--- config.mk ---
export PLATFORM = sky130hd
export DESIGN_NAME = prio_mixer_n_flat
export DESIGN_NICKNAME = d
export VERILOG_FILES = /design/src/rtl/prio_mixer_n_if.sv /design/src/rtl/prio_mixer_n.sv /design/src/flat_wrapper.sv
export SDC_FILE = /design/constraint.sdc
export NUM_CORES = 1
export LEC_CHECK = 0
export ABC_CLOCK_PERIOD_IN_PS = 22900
export CAP_MARGIN = 25
export CORE_UTILIZATION = 30
export DETAILED_ROUTE_END_ITERATION = 10
export DONT_BUFFER_PORTS = 1
export GPL_ROUTABILITY_DRIVEN = 0
export PLACE_DENSITY_LB_ADDON = 0.15
export SLEW_MARGIN = 25
export SYNTH_ARGS = -nofsm -noshare
export SYNTH_HDL_FRONTEND = slang
export SYNTH_SLANG_ARGS = --single-unit
--- constraint.sdc ---
create_clock -name clk -period 22.9 [get_ports clk]
set_input_delay 3.435 -clock clk [delete_from_list [all_inputs] [get_ports clk]]
set_output_delay 3.435 -clock clk [all_outputs]
set_load 0.02 [all_outputs]
--- src/rtl/prio_mixer_n_if.sv ---
// rtl/prio_mixer_n_if.sv - save-state bus interface shared by state-holding blocks
//
// Signals:
//   idx   : slave index being addressed; a slave answers only when idx matches its SS_IDX
//   addr  : byte address inside the selected slave
//   wdata : write data
//   wr    : write strobe, one clk
//   rd    : read strobe, one clk
//   rdata : read data, registered by the slave
//   ack   : slave acknowledge, registered, high the clk after an accepted rd/wr
interface ssbus_if;
  logic [7:0] idx;
  logic [7:0] addr;
  logic [7:0] wdata;
  logic       wr;
  logic       rd;
  logic [7:0] rdata;
  logic       ack;

  modport master (output idx, addr, wdata, wr, rd, input rdata, ack);
  modport slave  (input idx, addr, wdata, wr, rd, output rdata, ack);
endinterface

--- src/rtl/prio_mixer_n.sv ---
// rtl/prio_mixer_n.sv - N-layer priority mixer with optional nibble blend
//
// Optional build macro: PRIO_LAYER_MASK_EN (reg1 becomes a live layer mask).
//
// Ports:
//   clk, reset           : system clock, asynchronous active-high reset
//   ce_pixel             : pixel clock enable, advances the 2-stage pipeline
//   vblank               : vertical blank level, rising edge commits staged regs when latch_mode=1
//   cs, cpu_addr, cpu_rw : CPU register select / address / direction (1=read)
//   cpu_ds_n, cpu_din    : data strobes (bit 0 used) and write data
//   cpu_dout             : registered read data of the staged copy
//   color_in             : NUM_LAYERS slices of {sel, color}, layer k in slice k
//   color_out            : final palette index
//   layer_out            : index of the winning layer
//   ssbus                : save-state access to the staged register file
module prio_mixer_n #(
  parameter int NUM_LAYERS = 4,
  parameter int COLOR_W    = 12,
  parameter int SEL_W      = 2,
  parameter int ADDR_W     = 4,
  parameter int SS_IDX     = -1
) (
  input  logic                                  clk,
  input  logic                                  reset,
  input  logic                                  ce_pixel,
  input  logic                                  vblank,
  input  logic                                  cs,
  input  logic [ADDR_W-1:0]                     cpu_addr,
  input  logic                                  cpu_rw,
  input  logic [1:0]                            cpu_ds_n,
  input  logic [7:0]                            cpu_din,
  output logic [7:0]                            cpu_dout,
  input  logic [NUM_LAYERS*(SEL_W+COLOR_W)-1:0] color_in,
  output logic [COLOR_W-1:0]                    color_out,
  output logic [2:0]                            layer_out,
  ssbus_if.slave                                ssbus
);

  localparam int NREGS   = 2 + 2*NUM_LAYERS;
  localparam int SLICE_W = SEL_W + COLOR_W;

`ifdef PRIO_LAYER_MASK_EN
  localparam bit MASK_EN = 1'b1;
`else
  localparam bit MASK_EN = 1'b0;
`endif

  // staged copy is what the CPU and save-state bus see; live copy drives the pipeline
  logic [7:0] stg  [NREGS];
  logic [7:0] live [NREGS];
  logic       vb_prev;

  logic cpu_wr, cpu_rd, ss_sel, ss_wr, ss_rd, commit;
  assign cpu_wr = cs & ~cpu_rw & ~cpu_ds_n[0];
  assign cpu_rd = cs & cpu_rw;
  assign ss_sel = (SS_IDX >= 0) && (ssbus.idx == 8'(SS_IDX));
  assign ss_wr  = ss_sel & ssbus.wr;
  assign ss_rd  = ss_sel & ssbus.rd;

  // latch_mode is taken from the staged copy so that clearing it takes effect at once
  assign commit = ~stg[0][6] | (vblank & ~vb_prev);

  // ---------------------------------------------------------------- registers
  always_ff @(posedge clk or posedge reset) begin
    if (reset) begin
      for (int i = 0; i < NREGS; i++) stg[i] <= '0;
    end else begin
      for (int i = 0; i < NREGS; i++) begin
        // reg1 only has storage when the layer mask is built
        if (i != 1 || MASK_EN) begin
          if (ss_wr && ssbus.addr == 8'(i)) stg[i] <= ssbus.wdata;
          if (cpu_wr && cpu_addr == ADDR_W'(i)) stg[i] <= cpu_din;
        end
      end
    end
  end

  // a write landing on the commit clk updates stg at the same edge live samples
  // the old stg, so it naturally waits for the next commit
  always_ff @(posedge clk or posedge reset) begin
    if (reset) begin
      vb_prev <= 1'b0;
      for (int i = 0; i < NREGS; i++) live[i] <= '0;
    end else begin
      vb_prev <= vblank;
      if (commit) begin
        for (int i = 0; i < NREGS; i++) live[i] <= stg[i];
      end
    end
  end

  logic [7:0] cpu_rdata, ss_rdata;
  always_comb begin
    cpu_rdata = '0;
    ss_rdata  = '0;
    for (int i = 0; i < NREGS; i++) begin
      if (cpu_addr == ADDR_W'(i)) cpu_rdata = stg[i];
      if (ssbus.addr == 8'(i))    ss_rdata  = stg[i];
    end
  end

  always_ff @(posedge clk or posedge reset) begin
    if (reset) begin
      cpu_dout    <= '0;
      ssbus.rdata <= '0;
      ssbus.ack   <= 1'b0;
    end else begin
      if (cpu_rd) cpu_dout <= cpu_rdata;
      if (ss_rd)  ssbus.rdata <= ss_rdata;
      ssbus.ack <= ss_rd | ss_wr;
    end
  end

  // ---------------------------------------------------------------- stage 1
  logic [COLOR_W-1:0] color_s0 [NUM_LAYERS];
  logic [SEL_W-1:0]   sel_s0   [NUM_LAYERS];
  logic [15:0]        tbl_s0   [NUM_LAYERS];
  logic [15:0]        nib_s0   [NUM_LAYERS];
  logic [3:0]         prio_s0  [NUM_LAYERS];

  always_comb begin
    for (int k = 0; k < NUM_LAYERS; k++) begin
      color_s0[k] = color_in[k*SLICE_W +: COLOR_W];
      sel_s0[k]   = color_in[k*SLICE_W + COLOR_W +: SEL_W];
      tbl_s0[k]   = {live[3+2*k], live[2+2*k]};
      nib_s0[k]   = tbl_s0[k] >> {sel_s0[k], 2'b00};
      // pen 0 of a palette line is transparent
      prio_s0[k]  = (color_s0[k][3:0] != 4'd0) ? nib_s0[k][3:0] : 4'd0;
      if (MASK_EN && live[1][k]) prio_s0[k] = 4'd0;
    end
  end

  logic [3:0]         p1_prio  [NUM_LAYERS];
  logic [COLOR_W-1:0] p1_color [NUM_LAYERS];

  always_ff @(posedge clk or posedge reset) begin
    if (reset) begin
      for (int k = 0; k < NUM_LAYERS; k++) begin
        p1_prio[k]  <= '0;
        p1_color[k] <= '0;
      end
    end else if (ce_pixel) begin
      for (int k = 0; k < NUM_LAYERS; k++) begin
        p1_prio[k]  <= prio_s0[k];
        p1_color[k] <= color_s0[k];
      end
    end
  end

  // ---------------------------------------------------------------- stage 2
  logic [3:0]         w_prio, r_prio;
  logic [2:0]         w_idx;
  logic [COLOR_W-1:0] w_color, r_color;
  logic               r_found;

  // strict '>' while scanning upward gives ties to the lower index and leaves
  // layer 0 as the winner when every layer is transparent
  always_comb begin
    w_prio  = p1_prio[0];
    w_color = p1_color[0];
    w_idx   = 3'd0;
    for (int k = 1; k < NUM_LAYERS; k++) begin
      if (p1_prio[k] > w_prio) begin
        w_prio  = p1_prio[k];
        w_color = p1_color[k];
        w_idx   = 3'(k);
      end
    end
    r_prio  = '0;
    r_color = '0;
    r_found = 1'b0;
    for (int k = 0; k < NUM_LAYERS; k++) begin
      if (3'(k) != w_idx && (!r_found || p1_prio[k] > r_prio)) begin
        r_found = 1'b1;
        r_prio  = p1_prio[k];
        r_color = p1_color[k];
      end
    end
  end

  logic blend_hit;
  assign blend_hit = live[0][7] & (r_prio != 4'd0) &
                     ({1'b0, w_prio} == ({1'b0, r_prio} + 5'd1));

  always_ff @(posedge clk or posedge reset) begin
    if (reset) begin
      color_out <= '0;
      layer_out <= '0;
    end else if (ce_pixel) begin
      color_out <= blend_hit ? {r_color[COLOR_W-1:4], w_color[3:0]} : w_color;
      layer_out <= w_idx;
    end
  end

  logic unused;
  assign unused = ^{cpu_ds_n[1], live[0][6:0], live[1]};

endmodule

--- src/flat_wrapper.sv ---
// flat-port wrapper written by rule: the top's interface ports become plain ports
module prio_mixer_n_flat 
#(
  parameter int NUM_LAYERS = 4,
  parameter int COLOR_W    = 12,
  parameter int SEL_W      = 2,
  parameter int ADDR_W     = 4,
  parameter int SS_IDX     = -1
)
  (clk, reset, ce_pixel, vblank, cs, cpu_addr, cpu_rw, cpu_ds_n, cpu_din, cpu_dout, color_in, color_out, layer_out, ssbus_idx, ssbus_addr, ssbus_wdata, ssbus_wr, ssbus_rd, ssbus_rdata, ssbus_ack);
  ssbus_if ssbus_i ();
  input  logic clk;
  input  logic reset;
  input  logic ce_pixel;
  input  logic vblank;
  input  logic cs;
  input  logic [ADDR_W-1:0] cpu_addr;
  input  logic cpu_rw;
  input  logic [1:0] cpu_ds_n;
  input  logic [7:0] cpu_din;
  output logic [7:0] cpu_dout;
  input  logic [NUM_LAYERS*(SEL_W+COLOR_W)-1:0] color_in;
  output logic [COLOR_W-1:0] color_out;
  output logic [2:0] layer_out;
  input wire logic [$bits(ssbus_i.idx)-1:0] ssbus_idx;
  input wire logic [$bits(ssbus_i.addr)-1:0] ssbus_addr;
  input wire logic [$bits(ssbus_i.wdata)-1:0] ssbus_wdata;
  input wire logic [$bits(ssbus_i.wr)-1:0] ssbus_wr;
  input wire logic [$bits(ssbus_i.rd)-1:0] ssbus_rd;
  output wire logic [$bits(ssbus_i.rdata)-1:0] ssbus_rdata;
  output wire logic [$bits(ssbus_i.ack)-1:0] ssbus_ack;
  assign ssbus_i.idx = ssbus_idx;
  assign ssbus_i.addr = ssbus_addr;
  assign ssbus_i.wdata = ssbus_wdata;
  assign ssbus_i.wr = ssbus_wr;
  assign ssbus_i.rd = ssbus_rd;
  assign ssbus_rdata = ssbus_i.rdata;
  assign ssbus_ack = ssbus_i.ack;
  prio_mixer_n #(.NUM_LAYERS(NUM_LAYERS), .COLOR_W(COLOR_W), .SEL_W(SEL_W), .ADDR_W(ADDR_W), .SS_IDX(SS_IDX)) u_core (.clk(clk), .reset(reset), .ce_pixel(ce_pixel), .vblank(vblank), .cs(cs), .cpu_addr(cpu_addr), .cpu_rw(cpu_rw), .cpu_ds_n(cpu_ds_n), .cpu_din(cpu_din), .cpu_dout(cpu_dout), .color_in(color_in), .color_out(color_out), .layer_out(layer_out), .ssbus(ssbus_i));
endmodule
; ---- Word level (Yosys, flattened, before mapping)
; Cells that the tools add are included.
[word_totals]
inputBits = 102
register_bits = 232
out_inout_bits = 32
wordCells = 125
[classes]
bitwise_logic = 11
muxes = 35
reduce_logical = 25
n_addsub = 1
n_shift = 4
n_eq_ne = 13
order_cmp = 6
[ops]
columns = op, n
row1 = 2-to-1 mux 12 bit, 8
row2 = 2-to-1 mux 8 bit, 10
row3 = right shift 16 x 4 -> 4 bit, 4
row4 = 2-to-1 mux 4 bit, 11
row5 = > comparator 4 bit, 6
row6 = nonzero test 4 bit, 5
row7 = "== test 4 x 3 -> 1 bit, second input constant", 4
row8 = logical AND 1 bit, 12
row9 = "== test 4 x 2 -> 1 bit, second input constant", 2
row10 = "== test 4 bit, second input constant", 2
row11 = AND 1 bit, 6
row12 = "adder 4 x 1 -> 5 bit, second input constant", 1
row13 = == test 4 x 5 -> 1 bit, 1
row14 = "== test 4 x 1 -> 1 bit, second input constant", 1
row15 = zero test 4 bit, 1
row16 = 2-to-1 mux 1 bit, 4
row17 = 2-to-1 mux 2 bit, 2
row18 = "!= test 2 bit, first input constant", 2
row19 = NOT 1 bit, 4
row20 = zero test 1 bit, 3
row21 = logical OR 1 bit, 3
row22 = nonzero test 3 bit, 1
row23 = "!= test 1 x 2 -> 1 bit, first input constant", 1
row24 = OR 1 bit, 1

; ---- Logic depth before layout (Yosys ltp)
; Gate-level depths: netlist (run 1).
[depth]
depth_word = 24
depth_mapped = 54
ltp_nobuf = 48

; ---- Worst setup path after synthesis (run 1)
; No wires, ideal clock.
[synth_timing]
kind = reg2reg
start = reg u_core.p1_prio[11] (netlist name)
end = reg u_core.color_out[10]
setup_slack_ns = 12.464
path_stages_with_launch = 50
t_arrival_ns = 10.290
path_cell_list = dfrtp_1 -> ha_1 -> nand4_1 -> o21a_1 -> clkbuf_1 -> buf_1 -> a31oi_1 -> ha_1 -> nand2_1 -> o22a_1 -> nand2_1 -> clkbuf_1 -> clkbuf_1 -> o21ai_0 -> ha_1 -> a211oi_2 -> o21ai_2 -> a222oi_1 -> (+14 left out) -> nand2_1 -> ha_1 -> nor2b_1 -> o211ai_1 -> a22oi_1 -> nand2_1 -> clkbuf_1 -> o311ai_1 -> nand2_1 -> inv_1 -> ha_1 -> nand2b_1 -> o41ai_1 -> nor3_1 -> or4b_1 -> o2bb2ai_2 -> o31a_4 -> o221ai_1
[synth_via]
elab_chain_len = 24
elab_cells_between_ends = 45
cone_classes = add/sub (1) / order compare (6) / eq/ne (4) / mux (21) / bitwise (2) / reduce/logical (11)
[synth_lines]
columns = element, line_no
row1 = start: declaration, prio_mixer_n.sv:133  ; logic [3:0] p1_prio [NUM_LAYERS];
row2 = start signal: indexed assignment, prio_mixer_n.sv:144  ; p1_prio[k] <= prio_s0[k];
row3 = > comparator 4 bit, prio_mixer_n.sv:163  ; if (p1_prio[k] > w_prio) begin
row4 = 2-to-1 mux 4 bit, prio_mixer_n.sv:163
row5 = > comparator 4 bit, prio_mixer_n.sv:163
row6 = 2-to-1 mux 4 bit, prio_mixer_n.sv:163
row7 = > comparator 4 bit, prio_mixer_n.sv:163
row8 = 2-to-1 mux 2 bit, prio_mixer_n.sv:163
row9 = nonzero test 3 bit, prio_mixer_n.sv:173  ; if (3'(k) != w_idx && (!r_found || p1_prio[k] > r_prio)) begin
row10 = 2-to-1 mux 4 bit or 2-to-1 mux 1 bit (tied branches), prio_mixer_n.sv:173
row11 = (+8 left out), -
row12 = > comparator 4 bit or zero test 1 bit (tied branches), prio_mixer_n.sv:173
row13 = logical OR 1 bit, prio_mixer_n.sv:173
row14 = logical AND 1 bit, prio_mixer_n.sv:173
row15 = 2-to-1 mux 4 bit, prio_mixer_n.sv:173
row16 = adder 4 x 1 -> 5 bit or nonzero test 4 bit (tied branches), "prio_mixer_n.sv:183, prio_mixer_n.sv:182"
row17 = == test 4 x 5 -> 1 bit or AND 1 bit (tied branches), "prio_mixer_n.sv:183, prio_mixer_n.sv:182"
row18 = AND 1 bit, prio_mixer_n.sv:182  ; assign blend_hit = live[0][7] & (r_prio != 4'd0) &
row19 = 2-to-1 mux 12 bit (*), prio_mixer_n.sv:190  ; color_out <= blend_hit ? {r_color[COLOR_W-1:4], w_color[3:0]} : w_color;
row20 = end signal: assignment, prio_mixer_n.sv:190
row21 = end: declaration, prio_mixer_n.sv:34  ; output logic [COLOR_W-1:0] color_out,
; Mark *: on every way between the ends. The rest lies on a longest branch, timed or not.
; A chain may end at the register's enable or synchronous reset.

; ---- Worst setup path after layout (run 1)
[layout_timing]
start = reg u_core.p1_prio[14] (netlist name)
end = reg u_core.color_out[7]
; The elaborated chain is that of the path after synthesis.

==> flow_summary.yaml, run 1 <==
sta:
  finalHoldViolations: 0
  finalCritPeriodShare: 0.560
  finalSetupViolations: 0
  drv_slew: 0
  tns_ps: 0
  rsz0062_at_grt: "false"
  slew_headroom: 0.319
  hold_ws_ps: 502
  tightest_slew_ps: 1010
  fin_crit_ps: 12830
  fmax_ghz: 0.0779
  finClkSkew_ps: 22.9
  setup_ws_ps: 10070
floorplan:
  fp.dieW_um: 197
  initial_utilization: 0.308
  num_rows: 70
  die_area_mm2: 0.0387
  io_pins: 134
  core_area_mm2: 0.0370
  die_h_um: 197
clocking:
  cts_hold_buf: 0
  cts_resized: 0
  cts_sinks: 224
  root_buffer: "clkbuf_16"
  clk_latency_ps: 560
  htree_num_levels: 1
  cts_tree: "built"
  cts_setup_buffers: 0
  cts.clk_slew.worst_paths_ps: 60
  cts_buffer_depth: 3
  cts_buffers: 28
yosys:
  avgSynthCellArea_um2: 11.7
  synth_xor_xnor_area_share: 0
  ys_ff_latch: 224
  yosysUniqueCellTypes: 72
  syn_area_mm2: 0.0114
  ys_seq_area_frac: 0.492
  synth_edf_count: 0
  synth_top_family_by_area: "multiplexers"
  synthMuxAreaShare: 0.234
  synth_compound_area_frac: 0.124
  async_flop_share: 1.00
  ys.flop_type: "dfrtp_1"
  syn-instance-count: 970
  yosys.area_share.adder: 0.0286
  synth-simple-area-share: 0.0845
  yosysWarnings: 8
worst_setup_path:
  r2r-start: "u_core.p1_prio[14]"
  crit_type: "flip-flop to flip-flop"
  rr_endpoint: "u_core.color_out[7]"
  max_stage_delay_ps: 780
  r2r_slack_ps: 10070
  start_kind: "flip-flop"
  cp.arrival_ps: 13220
  cp.required_ps: 23290
  slowest_stage: "a222oi_1"
  rr_worst_depth: 44
  critPathMostFrequentCell: "ha_1"
  critPathCaptureType: "flip-flop"
  path_max_fanout: 31
power:
  power_density_mw_per_mm2: 161
  leakagePower_nw: 5.63
  ir_worst_vdd_v: 0.000118
global_route:
  overflow: 0
  grt_pass1_vias: 7660
  grt_use_met3: 0.0293
  grt_max_degree: 105
  use_met2: 0.262
  grt_usage: 0.155
  grtUsageMet1: 0.204
  antenna_found_initial: 1
  grt_pass1_wl_um: 46300
  busiest_layer: "met2"
drt:
  via_per_inst: 5.08
  wl_per_cell_um: 20.2
  initialDrtViolationCount: 310
  drc: 0
  wl_um: 30000
  firstDrtPassIters: 5
  vias: 7549
  drtAntennaViolNets: 0
layout:
  fin_nets: 1089
  area_growth_pct: 12.6
  antenna_cells: 0
  finalCoreUtilization: 0.347
  drive_above_1_share: 0.283
placement:
  post-place-ws_ps: 10170
  port_buffers: 0
  dp_hpwl_um: 20700
worst_hold_path:
  hold_path_class: "flip-flop to flip-flop"
  hold_start: "u_core.live[32]"
  holdPathStages: 1
  hold_end: "u_core.live[32]"
status:
  outcome: "completed"
job:
  maxCapViolations: 0
==> layer usage <==
metal  up-vias  routed length (um)
met4         2                 586
met5         -                  16
met1      3790               13500
li1       3575                   -
met2       142               14500
met3        40                1410
==> power by group <==
part	leakage (nW)	switching, mW	internal (mW)
clock network	0.466	0.172	0.270
registers	2.88	0.0664	0.461
logic	2.28	0.683	0.413
==> state kept, by name (all words and copies together), names as in the netlist <==
name / cells
u_core.stg: 72
u_core.cpu_dout: 8
u_core.vb_prev: 1
u_core.live: 65
u_core.p1_color: 48
u_core.layer_out: 2
u_core.color_out: 12
u_core.p1_prio: 16
==> worst max-delay path: cells and delay by family, from the launching register on <==
family,cells,cell delay [ps]
compound gates,19,5590
fa+ha+maj,7,2110
buf+inv,2,210
flops,1,410
simple gates,16,4340
==> area by class of cell <==
cell class | instances | area, um^2
well taps | 504 | 631
inverters | 38 | 150
clock buffers | 41 | 820
flip-flops and latches | 224 | 5610
repair buffers | 8 | 63.8
fillers | 3735 | 24100
clock inverters | 9 | 124
multi-input cells | 661 | 5430
==> cells by family after synthesis <==
kind of cell | count (synthesis)
flops | 224
compound gates | 207
fa+ha+maj | 26
buf+inv | 94
other cells | 1
simple gates | 195
mux | 223
==> stage by stage <==
stage	std cells	power (mW)	cell area (um^2)
4_1_cts	1485	2.09	12800
6_report	1485	2.06	12800
3_3_place_gp	1435	1.63	11900
5_1_grt	1485	2.21	12800
3_5_place_dp	1435	1.64	11900
2_1_floorplan	979	1.36	11400
==> cell usage in the layout, fill, tap and decap left out, types with 26 or more instances in the layout <==
cell type  count
o21ai_0       57
clkbuf_16     28
nor2_1        28
dfrtp_1      224
nand2_1       71
inv_1         37
a21oi_1       42
ha_1          26
mux2_2       187
nand3_1       41
==> worst max-delay path by stage <==
stage | from | endpoint | depth (start not counted) | slack [ps]
final | u_core.p1_prio[14] | u_core.color_out[7] | 44 | 10070
after detailed placement | u_core.p1_prio[14] | u_core.color_out[7] | 45 | 10170
after global routing | u_core.p1_prio[14] | u_core.color_out[8] | 44 | 9180
after floorplan | u_core.p1_prio[11] | u_core.color_out[10] | 49 | 12460
after CTS | u_core.p1_prio[14] | u_core.color_out[7] | 45 | 10110
after global placement | u_core.p1_prio[14] | u_core.color_out[7] | 45 | 9860
==> cells in the mapped netlist, types with 3 or more instances <==
cell type  instances  area share
nor3b_1            3      0.0020
nand2b_1          10      0.0055
and3_1             3      0.0016
clkbuf_1          35       0.012
inv_1             38       0.013
a211oi_2           3      0.0033
o211ai_1           3      0.0020
mux2_2           187        0.18
o21a_1             5      0.0033
o21ai_0           58       0.025
a311oi_1           5      0.0038
nor2b_1            3      0.0016
mux4_2            16       0.032
a211oi_1           6      0.0040
dfrtp_1          224        0.49
buf_4             13      0.0086
a21oi_1           42       0.018
a221oi_1           8      0.0062
nand3_1           41       0.018
o22ai_1           19       0.010
a21o_1             9      0.0059
o41ai_1            5      0.0038
nand4_1            5      0.0027
a221o_1            8      0.0070
and2_1             9      0.0049
mux2i_1           20       0.018
nand2_1           72       0.024
o221ai_1           6      0.0046
nor3_1             4      0.0018
ha_1              26       0.029
nor4_1             3      0.0016
a31oi_1            4      0.0022
nor2_1            29      0.0096
buf_1              5      0.0016
Note: power is estimated with default switching activity, not from simulation.
==> inputs of run 2 (changes only) <==
--- a/config.mk
+++ b/config.mk
@@ -5,7 +5,7 @@
 export SDC_FILE = /design/constraint.sdc
 export NUM_CORES = 1
 export LEC_CHECK = 0
-export ABC_CLOCK_PERIOD_IN_PS = 22900
+export ABC_CLOCK_PERIOD_IN_PS = 12800
 export CAP_MARGIN = 25
 export CORE_UTILIZATION = 30
 export DETAILED_ROUTE_END_ITERATION = 10
==> constraint.sdc (replaced) <==
create_clock -name clk -period 12.8 [get_ports clk]
set_input_delay 1.92 -clock clk [delete_from_list [all_inputs] [get_ports clk]]
set_output_delay 1.92 -clock clk [all_outputs]
set_load 0.02 [all_outputs]
==> run 2 against run 1 <==
Compared with the run above:
- sequential share of layout area shrank 0.25 points
- sequential power grew 79%
- sequential cell count is the same
- critical endpoint unchanged
- highest routed layer is now met4
==> flow_summary.yaml, run 2 (synthesis results as in run 1) <==
status:
  outcome: "completed"
floorplan:
  initial_utilization: 0.308
  num_rows: 70
  core_area_mm2: 0.0370
  io_pins: 134
  die_area_mm2: 0.0387
  die_h_um: 197
  fp.dieW_um: 197
sta:
  tns_ps: 0
  fmax_ghz: 0.0881
  slew_headroom: 0.319
  finalHoldViolations: 0
  rsz0062_at_grt: "false"
  finClkSkew_ps: 12.4
  setup_ws_ps: 1450
  drv_slew: 0
  fin_crit_ps: 11350
  finalSetupViolations: 0
  tightest_slew_ps: 1010
  finalCritPeriodShare: 0.886
power:
  power_density_mw_per_mm2: 293
  clkPwrFrac: 0.216
  total_power_mw: 3.78
  seq_power_share: 0.250
  power_frac_comb: 0.534
  internal_power_mw: 2.12
  p_sw_frac: 0.440
  p_sw_mw: 1.66
  leakagePower_nw: 5.67
  ir_worst_vdd_v: 0.000182
worst_setup_path:
  max_stage_delay_ps: 610
  path_max_fanout: 30
  critPathMostFrequentCell: "nand2_1"
  slowest_stage: "and2_1"
  start_kind: "flip-flop"
  crit_type: "flip-flop to flip-flop"
  cp.required_ps: 13240
  critPathCaptureType: "flip-flop"
  cp.arrival_ps: 11790
global_route:
  grt_pass1_vias: 7934
  grt_pass1_wl_um: 47800
  antenna_found_initial: 0
  grt_max_degree: 145
  grt_usage: 0.159
  overflow: 0
drt:
  wl_per_cell_um: 20.3
  wl_um: 30300
  initialDrtViolationCount: 361
  drtAntennaViolNets: 0
  vias: 7608
  via_per_inst: 5.10
  drc: 0
  firstDrtPassIters: 5
layout:
  antenna_cells: 0
  nFillCells: 3739
  layout_common_cells: "224 x dfrtp_1, 187 x mux2_2, 72 x nand2_1"
  top_register: "u_core.stg"
  drive_above_1_share: 0.286
  final_common_cell: "dfrtp_1"
  top_regs: "u_core.stg (72), u_core.live (65), u_core.p1_color (48)"
  largest_register_ffs: 72
  finalCoreUtilization: 0.349
  area_growth_pct: 13.2
  fin_nets: 1095
clocking:
  root_buffer: "clkbuf_16"
  clk_latency_ps: 540
  cts.clk_slew.worst_paths_ps: 50
  cts_hold_buf: 0
  cts_sinks: 224
  htree_num_levels: 1
  cts_tree: "built"
  cts_buffer_depth: 3
  cts_resized: 0
  cts_buffers: 28
  cts_setup_buffers: 0
placement:
  port_buffers: 0
  dp_hpwl_um: 20800
  post-place-ws_ps: 1600
worst_hold_path:
  hold_path_class: "flip-flop to flip-flop"
job:
  maxCapViolations: 0
[run 2: cell types whose count changed in the layout (fill, tap and decap cells not counted), sizes merged]
| cell | before | now |
|---|---|---|
| clkinvlp | 0 | 1 |
| buf | 8 | 14 |
| clkbuf | 41 | 46 |
| clkinv | 6 | 0 |
[run 2: path summary, 6_finish.rpt]
kind / startpoint / depth (start not counted) / slack, ps / endpoint
hold / removal: u_core.stg[74] / 1 / 500 / u_core.stg[74]
setup reg to reg: u_core.p1_prio[14] / 48 / 1450 / u_core.color_out[7]
min in group asynchronous: reset / 1 / 1280 / u_core.color_out[11]
hold reg to reg: u_core.stg[74] / 1 / 500 / u_core.stg[74]
max in group asynchronous: reset / 2 / 10150 / u_core.stg[22]
setup / recovery: u_core.p1_prio[14] / 48 / 1450 / u_core.color_out[7]
[run 2: critical path, delay by kind of cell (launching register included)]
kind | cells | cell delay [ps]
DFF | 1 | 400
adders and majority gates | 7 | 2030
AOI/OAI and AO/OA | 18 | 4060
buffers and inverters | 6 | 1070
and+or+nand+nor | 17 | 3680
[run 2: area by class of cell]
cell class              count  area, um^2  share of cell area
inverters                  38         155              0.0120
repair buffers             14         109             0.00844
clock buffers              46         890              0.0690
flip-flops and latches    224        5610               0.435
clock inverters             4        78.8             0.00611
multi-input cells         661        5420               0.421
well taps                 504         631              0.0489
[run 2: layer usage]
layer | share of wire | vias up | GRT usage | wire length [um]
li1 | - | 3580 | - | -
met1 | 0.46 | 3841 | 0.213 | 13800
met2 | 0.47 | 147 | 0.259 | 14400
met3 | 0.045 | 40 | 0.0298 | 1360
met4 | 0.024 | 0 | 0.0482 | 719
met5 | 0 | - | 0 | 0
[run 2: power by group through the flow]
stage               Combinational, mW  Clock [mW]  Sequential, mW
global route                     2.25       0.870           0.960
global placement                 2.00           0           0.955
CTS                              2.02       0.840           0.945
floorplan                        1.52           0           0.919
finish                           2.02       0.816           0.944
detailed placement               2.02           0           0.958
[run 2: per-stage QoR]
step                hold slack, ps  std cells  cell area (um^2)
global route                   513       1491             12900
floorplan                      475        979             11400
CTS                            505       1491             12900
finish                         502       1491             12900
detailed placement             492       1441             11900
global placement               487       1441             11900
==> inputs of run 3 (changes only) <==
--- a/config.mk
+++ b/config.mk
@@ -5,12 +5,13 @@
 export SDC_FILE = /design/constraint.sdc
 export NUM_CORES = 1
 export LEC_CHECK = 0
-export ABC_CLOCK_PERIOD_IN_PS = 12800
+export ABC_CLOCK_PERIOD_IN_PS = 12300
 export CAP_MARGIN = 25
 export CORE_UTILIZATION = 30
 export DETAILED_ROUTE_END_ITERATION = 10
 export DONT_BUFFER_PORTS = 1
 export GPL_ROUTABILITY_DRIVEN = 0
+export GPL_TIMING_DRIVEN = 0
 export PLACE_DENSITY_LB_ADDON = 0.15
 export SLEW_MARGIN = 25
 export SYNTH_ARGS = -nofsm -noshare
==> constraint.sdc (replaced) <==
create_clock -name clk -period 12.3 [get_ports clk]
set_input_delay 1.845 -clock clk [delete_from_list [all_inputs] [get_ports clk]]
set_output_delay 1.845 -clock clk [all_outputs]
set_load 0.02 [all_outputs]
==> run 3 against run 2 <==
Compared with the run above:
- sequential cell count did not move
- combinational power rose by 8%
- final cell count rose by 3.4%
- largest cell class unchanged
- highest routed layer is now met5
==> flow_summary.yaml, run 3 (synthesis results as in run 1) <==
status:
  outcome: "completed"
drt:
  drc: 0
  firstDrtPassIters: 5
  drtAntennaViolNets: 0
  wl_um: 31600
  via_per_inst: 5.12
  vias: 7892
  initialDrtViolationCount: 356
  wl_per_cell_um: 20.5
worst_hold_path:
  hold_path_class: "flip-flop to flip-flop"
worst_setup_path:
  start_kind: "flip-flop"
  crit_type: "flip-flop to flip-flop"
  cp.required_ps: 12760
  path_max_fanout: 22
  critPathCaptureType: "flip-flop"
  cp.arrival_ps: 11830
  max_stage_delay_ps: 590
  critPathMostFrequentCell: "nand2_1"
  slowest_stage: "or4b_1"
placement:
  dp_hpwl_um: 23300
  port_buffers: 0
  post_dp_cell_area_mm2: 0.0122
  placedCellCount: 1487
sta:
  finalHoldViolations: 0
  fin_crit_ps: 11370
  fmax_ghz: 0.0879
  slew_headroom: 0.342
  rsz0062_at_grt: "false"
  drv_slew: 0
  finalCritPeriodShare: 0.925
  hold_ws_ps: 501
  finClkSkew_ps: 18.2
  tightest_slew_ps: 974
  finalSetupViolations: 0
layout:
  largest_register_ffs: 72
  fin_nets: 1146
  area_growth_pct: 15.9
  finalCoreUtilization: 0.357
  drive_above_1_share: 0.294
  top_register: "u_core.stg"
  final_common_cell: "dfrtp_1"
  nFillCells: 3742
  instances_no_fill: 1542
  layout_common_cells: "224 x dfrtp_1, 187 x mux2_2, 71 x nand2_1"
  top_regs: "u_core.stg (72), u_core.live (65), u_core.p1_color (48)"
  final_cell_area_mm2: 0.0132
  antenna_cells: 0
clocking:
  htree_num_levels: 1
  cts.clk_slew.worst_paths_ps: 60
  cts_tree: "built"
  cts_buffer_depth: 3
  clk_latency_ps: 560
  root_buffer: "clkbuf_16"
  cts_sinks: 224
  cts_hold_buf: 0
  cts_buffers: 28
floorplan:
  die_area_mm2: 0.0387
  initial_utilization: 0.308
  die_h_um: 197
  io_pins: 134
  core_area_mm2: 0.0370
  num_rows: 70
  fp.dieW_um: 197
global_route:
  overflow: 0
  grt_max_degree: 87
  grt_usage: 0.166
  antenna_found_initial: 2
  grt_pass1_wl_um: 49200
  grt_pass1_vias: 8032
job:
  maxCapViolations: 0
power:
  power_density_mw_per_mm2: 303
  ir_worst_vdd_v: 0.000206
  leakagePower_nw: 5.83
  total_power_mw: 3.99
[run 3: cell count changes in the layout (fill, tap and decap cells not counted), sizes merged]
cell	previous run	this run
clkinvlp	1	0
dlygate4sd1	0	1
buf	14	31
clkbuf	46	75
clkinv	0	5
[run 3: metal layers]
layer	GRT usage	vias up	share of wire
met5	0	-	0.0010
met1	0.220	3963	0.45
met2	0.272	165	0.48
met3	0.0354	61	0.047
met4	0.0465	4	0.024
li1	-	3699	-
[run 3: cell type report]
cell class / instances / area (um^2) / area share
buffer: 54 / 272 / 0.0206
clock buffer: 42 / 813 / 0.0616
clock inverter: 8 / 123 / 0.00929
inverter: 38 / 150 / 0.0114
multi-input combinational: 661 / 5460 / 0.414
sequential: 224 / 5610 / 0.425
tap: 504 / 631 / 0.0478
timing repair buffer: 11 / 140 / 0.0106
[run 3: timing repair]
item / in CTS / in global routing
endpoints found under the setup margin: 8 / 8
pin swaps: 1 / 2
hold endpoints to repair: 0 / 0
setup buffers: 2 / 5
resized for setup: 9 / 9
[run 3: path summary, 6_finish.rpt]
kind	startpoint	end	slack, ps	depth (start not counted)
worst min-delay path	u_core.live[48]	u_core.live[48]	500	1
min in group asynchronous	reset	u_core.color_out[6]	1250	2
worst min register to register	u_core.live[48]	u_core.live[48]	500	1
worst max-delay path	u_core.p1_prio[14]	u_core.color_out[7]	930	52
worst max register to register	u_core.p1_prio[14]	u_core.color_out[7]	930	52
max in group asynchronous	reset	u_core.live[28]	10290	3
[run 3: report_power, final]
group / switching [mW] / internal [mW]
Sequential: 0.125 / 0.858
Clock: 0.324 / 0.499
Combinational: 1.32 / 0.870
Total: 1.77 / 2.23
[run 3: metrics by stage]
step                TNS (ps)  setup WS (ps)
floorplan                  0           1860
global placement      -11190          -1420
detailed placement    -11040          -1410
CTS                        0           46.6
global route               0           80.0
finish                     0            928
[run 3: critical path: cells and delay by family (launching register included)]
kind | cells | cell delay, ps
AOI/OAI and AO/OA | 18 | 3870
buffers and inverters | 8 | 1730
adders and majority gates | 7 | 2060
DFF | 1 | 400
and+or+nand+nor | 19 | 3180
